[src/rtl/instruction_fetch_pkg.sv]
// instruction_fetch_pkg: fetch state encoding and instruction size shared by the fetch unit.
package instruction_fetch_pkg;
    localparam int unsigned INSTRUCTION_BYTES = 4;
    typedef enum logic [2:0] {REQUEST, WAIT, HOLD, DISCARD, HALT} fetch_state_e;
endpackage

[src/rtl/fetch_pc_register.sv]
// fetch_pc_register: program counter with sequential increment and redirect load.
module fetch_pc_register
    import instruction_fetch_pkg::*;
#(
    parameter logic [31:0] RESET_VECTOR = 32'h0000_0000
) (
    input  logic        clk,
    input  logic        reset,
    input  logic        increment_i,
    input  logic        load_i,
    input  logic [31:0] load_address_i,
    output logic [31:0] pc_o
);
    logic [31:0] pc_q, pc_d;
    // a redirect always beats the sequential step
    always_comb pc_d = load_i ? load_address_i : increment_i ? pc_q + 32'(INSTRUCTION_BYTES) : pc_q;
    always_ff @(posedge clk) begin
        if (reset) pc_q <= RESET_VECTOR;
        else pc_q <= pc_d;
    end
    assign pc_o = pc_q;
endmodule

[src/rtl/instruction_fetch.sv]
// instruction_fetch: one-outstanding-request fetch FSM with redirect handling.
// Define FETCH_TRAP_EN to send jump errors to TRAP_VECTOR instead of halting.
module instruction_fetch
    import instruction_fetch_pkg::*;
#(
    parameter logic [31:0] RESET_VECTOR = 32'h0000_0000,
    parameter logic [31:0] TRAP_VECTOR  = 32'h0000_0100
) (
    input  logic        clk,
    input  logic        reset,
    output logic        mem_request_valid,
    input  logic        mem_request_ready,
    output logic [31:0] mem_request_address,
    input  logic        mem_response_valid,
    input  logic [31:0] mem_response_data,
    output logic        instruction_valid,
    input  logic        instruction_ready,
    output logic [31:0] instruction,
    output logic [31:0] instruction_pc,
    input  logic        redirect_valid,
    input  logic [31:0] redirect_address,
    input  logic        redirect_error,
    output logic        halted
);
`ifdef FETCH_TRAP_EN
    localparam bit TRAP_EN = 1'b1;
`else
    localparam bit TRAP_EN = 1'b0;
`endif
    fetch_state_e state_q, state_d;
    logic         req_valid_q, inst_valid_q, halted_q;
    logic [31:0]  instruction_q, instruction_pc_q, pc;
    logic         jump_error, take_redirect, halt_now, consume, capture;
    logic [31:0]  target;
    assign jump_error    = redirect_valid & (redirect_error | (|redirect_address[1:0]));
    assign take_redirect = state_q != HALT && redirect_valid && (!jump_error || TRAP_EN);
    assign halt_now      = state_q != HALT && jump_error && !TRAP_EN;
    assign target        = jump_error ? TRAP_VECTOR : redirect_address;
    assign consume       = state_q == HOLD && inst_valid_q && instruction_ready;
    // any redirect, good or bad, kills the response arriving in the same cycle
    assign capture       = state_q == WAIT && mem_response_valid && !redirect_valid;
    fetch_pc_register #(.RESET_VECTOR(RESET_VECTOR)) u_pc (
        .clk           (clk),
        .reset         (reset),
        .increment_i   (consume && !redirect_valid),
        .load_i        (take_redirect),
        .load_address_i(target),
        .pc_o          (pc)
    );
    always_comb begin
        state_d = state_q;
        case (state_q)
            REQUEST: state_d = mem_request_ready ? (take_redirect ? DISCARD : WAIT) : REQUEST;
            WAIT:    state_d = take_redirect ? (mem_response_valid ? REQUEST : DISCARD)
                                             : (mem_response_valid ? HOLD : WAIT);
            HOLD:    state_d = (take_redirect || consume) ? REQUEST : HOLD;
            DISCARD: state_d = mem_response_valid ? REQUEST : DISCARD;
            default: state_d = HALT;
        endcase
        if (halt_now) state_d = HALT;
    end
    always_ff @(posedge clk) begin
        if (reset) begin
            state_q          <= REQUEST;
            req_valid_q      <= 1'b1;
            inst_valid_q     <= 1'b0;
            halted_q         <= 1'b0;
            instruction_q    <= 32'h0;
            instruction_pc_q <= 32'h0;
        end else begin
            state_q      <= state_d;
            req_valid_q  <= state_d == REQUEST;
            inst_valid_q <= state_d == HOLD;
            halted_q     <= state_d == HALT;
            if (capture) begin
                instruction_q    <= mem_response_data;
                instruction_pc_q <= pc;
            end
        end
    end
    assign mem_request_valid   = req_valid_q;
    assign mem_request_address = {pc[31:2], 2'b00};
    assign instruction_valid   = inst_valid_q;
    assign instruction         = instruction_q;
    assign instruction_pc      = instruction_pc_q;
    assign halted              = halted_q;
endmodule

[config.mk]
export PLATFORM = sky130hd
export DESIGN_NAME = instruction_fetch
export DESIGN_NICKNAME = d
export VERILOG_FILES = /design/src/rtl/instruction_fetch_pkg.sv /design/src/rtl/fetch_pc_register.sv /design/src/rtl/instruction_fetch.sv
export SDC_FILE = /design/constraint.sdc
export NUM_CORES = 1
export LEC_CHECK = 0
export ABC_CLOCK_PERIOD_IN_PS = 2900
export CAP_MARGIN = 20
export CORE_MARGIN = 8
export CORE_UTILIZATION = 42
export CTS_BUF_LIST = sky130_fd_sc_hd__clkbuf_4
export DETAILED_ROUTE_END_ITERATION = 10
export HOLD_SLACK_MARGIN = 0.1
export PLACE_DENSITY = 0.76
export SLEW_MARGIN = 40
export SYNTH_ARGS = -nofsm -noshare
export SYNTH_HDL_FRONTEND = slang
export SYNTH_SLANG_ARGS = --single-unit
[constraint.sdc]
create_clock -name clk -period 2.9 [get_ports clk]
set_input_delay 0.58 -clock clk [delete_from_list [all_inputs] [get_ports clk]]
set_output_delay 0.58 -clock clk [all_outputs]
set_load 0.01 [all_outputs]
==> impl_results.md, run 1 <==
* Status: finished clean
* Hold Vio Cnt, Final at 0
* Cell taking the most area after synthesis: dfxtp_1
* HP Start: u_pc.pc_o[0]
* Chip width at around 120 microns
* Total iterations of the first detailed-routing run at 5
* Post-DP HPWL at roughly 11000 microns
* DP Area at ~6300 sq um
* DP Cell Count at 839
* Worst-margin pin slew at ~0.66 ns
* TritonCTS clock tree: built
* Post-CTS setup buffer count at 0
* Cts hold-fix bufs at 0
* Remaining DRCs at 0
* Pwr Total at between 2 and 2.5 mW
* Antenna Nets Post-Route at 0
* Top cells by count, synth: 137 x nand2_1, 102 x dfxtp_1, 74 x a21oi_1, 32 x buf_4, 29 x clkbuf_1
* Ys async rst share at 0
* Crit path kind: primary input to flip-flop
* Worst-path cell chain: clkdlybuf4s50_1 > or4b_1 > nor2_8 > inv_2 > ha_1 > or3_1 > a31oi_1 > nor4b_1
* WP buf/inv at 2
* Comb pwr share at 0.109
* Post-Synthesis Cells at slightly below 600
* Fraction of layout cells with a size suffix above 1 at 0.0713
* Pins over their slew limit at 0
* Clk pwr share at 0.300
* Final-report setup violation count at 0
* Crit path max-delay family: simple AND/OR/NAND/NOR gates
* Hold endpoint: instruction_pc[0]
* Maximum buffer depth of the clock tree at 2
* Synth area leaders: dfxtp_1 43%, nand2_1 11%, a21oi_1 7.8%, buf_4 5.1%, clkbuf_1 2.3%
* Sink Count at ~100
* CP arrival at approximately 2.9 ns
* Most used DFF post-synth: dfxtp_1
* Port Buffer Count at ~170
* Max Freq at 399 MHz
* Worst slew margin relative to its limit at 0.555
* Top-count cell post-synth: nand2_1
* Largest net degree at the start of global routing at between 50 and 60
* Placeable Area at around 11000 sq um
* Total track usage at 0.195
* Reg2Reg Setup Slack at 0.50 ns
* H-tree level count at 3
* Boundary pin count at 170
* Post-cts resize count at 0
* Pleak at approximately 2.1 nW
* Fin crit share at 0.864
* Final #Nets at a little under 800
* Die height at roughly 120 microns
* Total Routed Length at 14900 microns
* Vias in the first global route at between 4000 and 5000
* Gr ovfl total at 0
* Critical Path RT at about 3.3 ns
* Clock-pin slew on the worst setup and hold paths at ~0.18 ns
* Register-to-Register Path Depth at 4
* Drt via density at approximately 5.5
* HP Class: flip-flop to flip-flop
* Post-synth EDFFs at 0
* Area growth syn-to-layout at 36.6%
* FF-to-FF Start: u_pc.pc_o[4]
* Initial cell density of the core at 0.433
* Power Density at approximately 380 nW/um^2
* Finished Layout Cells at between 800 and 900
* Inserted Clock Buffers at 9
* Cell Rows at 38
* Clock Skews at around 0.010 ns
* Fin crit period at roughly 2.5 ns
* VDD IR max at just over 0.0003 V
* Seq pwr share at 0.591
* Critical Path End Type: flip-flop
* Switch Pwr at between 600 and 700 uW
* Root Driver: clkbuf_4
* Crit-path max FO at 3
* MaxCap Viol Count at 0
* Synth Register Bits at ~100
* Critical Path Max Stage Delay at just under 0.7 ns
* Yosys warns at 0
* Sequential share of the synthesized area at 0.433
* Syn Area/Cell at just over 8 sq um
* Worst hold path depth at 2
* Die area at ~15000 sq um
* Avg WL per Cell at approximately 17 microns
* Area share of the largest cell type after synthesis at 0.433
* R2R Path End: u_pc.pc_o[19]
* Clk_lat worst skew at between 0.4 and 0.5 ns
* Unique masters post-synth at 56
* Startpoint types: primary input
* Antenna violations before repair at 1
* First-pass GRT wire length at 23700 microns
* Design area at about 6400 sq um
* Int Power at approximately 1.8 mW
* Sw Ratio at 0.277
* Iteration-0 DRC count of the detailed router at 320
* Routability cong. at 0.844
* Via count at 4729
* Utilization after layout at 0.592
* CP max stage cell: or4b_1
* RSZ-0062 raised after global routing: no
* Cell Area, Synth at ~4700 sq um
==> tightest hold or removal path, stage by stage, from the launching register on <==
cell and delay [ns]:
dfxtp_1 0.34, nand2_1 0.05, a21oi_1 0.05
==> power groups by stage <==
stage / combinational (mW) / clock [mW] / sequential [mW]
finish: 0.269 / 0.743 / 1.46
global route: 0.291 / 0.824 / 1.47
CTS: 0.269 / 0.763 / 1.46
detailed placement: 0.267 / 0 / 1.49
global placement: 0.264 / 0 / 1.49
floorplan: 0.121 / 0 / 1.48
==> cell usage in the layout, fill, tap and decap left out, types with 3 or more instances in the layout <==
cell type,instances
o21ai_0,7
or3_1,4
or4_1,10
clkdlybuf4s50_1,166
o31ai_1,14
or2_2,3
o211ai_1,3
nand3_1,12
nor3_1,12
buf_4,19
and3_1,4
a221o_1,4
clkbuf_4,9
a211oi_1,10
xor2_1,3
and2_1,3
a21oi_1,74
a311oi_1,12
nor4_1,7
ha_1,3
a31oi_1,4
and4_1,8
nand2_1,137
nand4_1,10
nor2_1,24
inv_1,5
dfxtp_1,102
==> cell families after synthesis <==
kind of cell | count (synthesis) | synth area share
xor+xnor | 5 | 0.00928
fa+ha+maj | 3 | 0.00796
other cells | 1 | 0.000795
simple gates | 254 | 0.266
flops | 102 | 0.433
buf+inv | 78 | 0.0915
compound gates | 142 | 0.192
==> state kept, by name, indices dropped and copies added (netlist names) <==
signal and cells:
u_pc.pc_o 32, instruction_pc 32, instruction 32, halted 1, state_q 3, instruction_valid 1
mem_request_valid 1
==> metrics by stage <==
stage	hold slack, ns	TNS [ns]	worst slack [ns]
2_1_floorplan	0.427	0	0.155
3_3_place_gp	0.435	0	0.0182
3_5_place_dp	0.443	-0.0308	-0.0197
4_1_cts	0.465	0	0.434
5_1_grt	0.481	0	0.295
6_report	0.463	0	0.395
==> layout make-up <==
| class | count | area, sq um |
|---|---|---|
| fillers | 978 | 4440 |
| clock inverters | 7 | 78.8 |
| repair buffers | 185 | 1800 |
| inverters | 6 | 22.5 |
| diodes | 1 | 2.50 |
| well taps | 140 | 175 |
| multi-input cells | 406 | 2250 |
| clock buffers | 9 | 67.6 |
| flip-flops and latches | 102 | 2040 |
==> layer usage <==
metal / share of wire / GRT usage
met1: 0.43 / 0.246
met2: 0.46 / 0.311
met3: 0.088 / 0.0574
met4: 0.016 / 0.0648
met5: 0 / 0
==> worst max-delay path by stage <==
| stage | endpoint | cells after the start | start | slack (ns) |
|---|---|---|---|---|
| after floorplan | instruction_valid | 10 | redirect_address[0] | 0.16 |
| after CTS | instruction_valid | 8 | redirect_address[0] | 0.43 |
| after global routing | instruction_valid | 8 | redirect_address[0] | 0.30 |
| final | instruction_valid | 8 | redirect_address[0] | 0.40 |
| after global placement | instruction_valid | 8 | redirect_address[0] | 0.02 |
| after detailed placement | instruction_valid | 8 | redirect_address[0] | -0.02 |
Note: power is estimated with default switching activity, not from simulation.
==> run 2, diff against run 1 <==
- CAP_MARGIN: 20 -> default
==> results of run 2 <==
The final DEF is identical to that of run 1; final timing and power are the same.
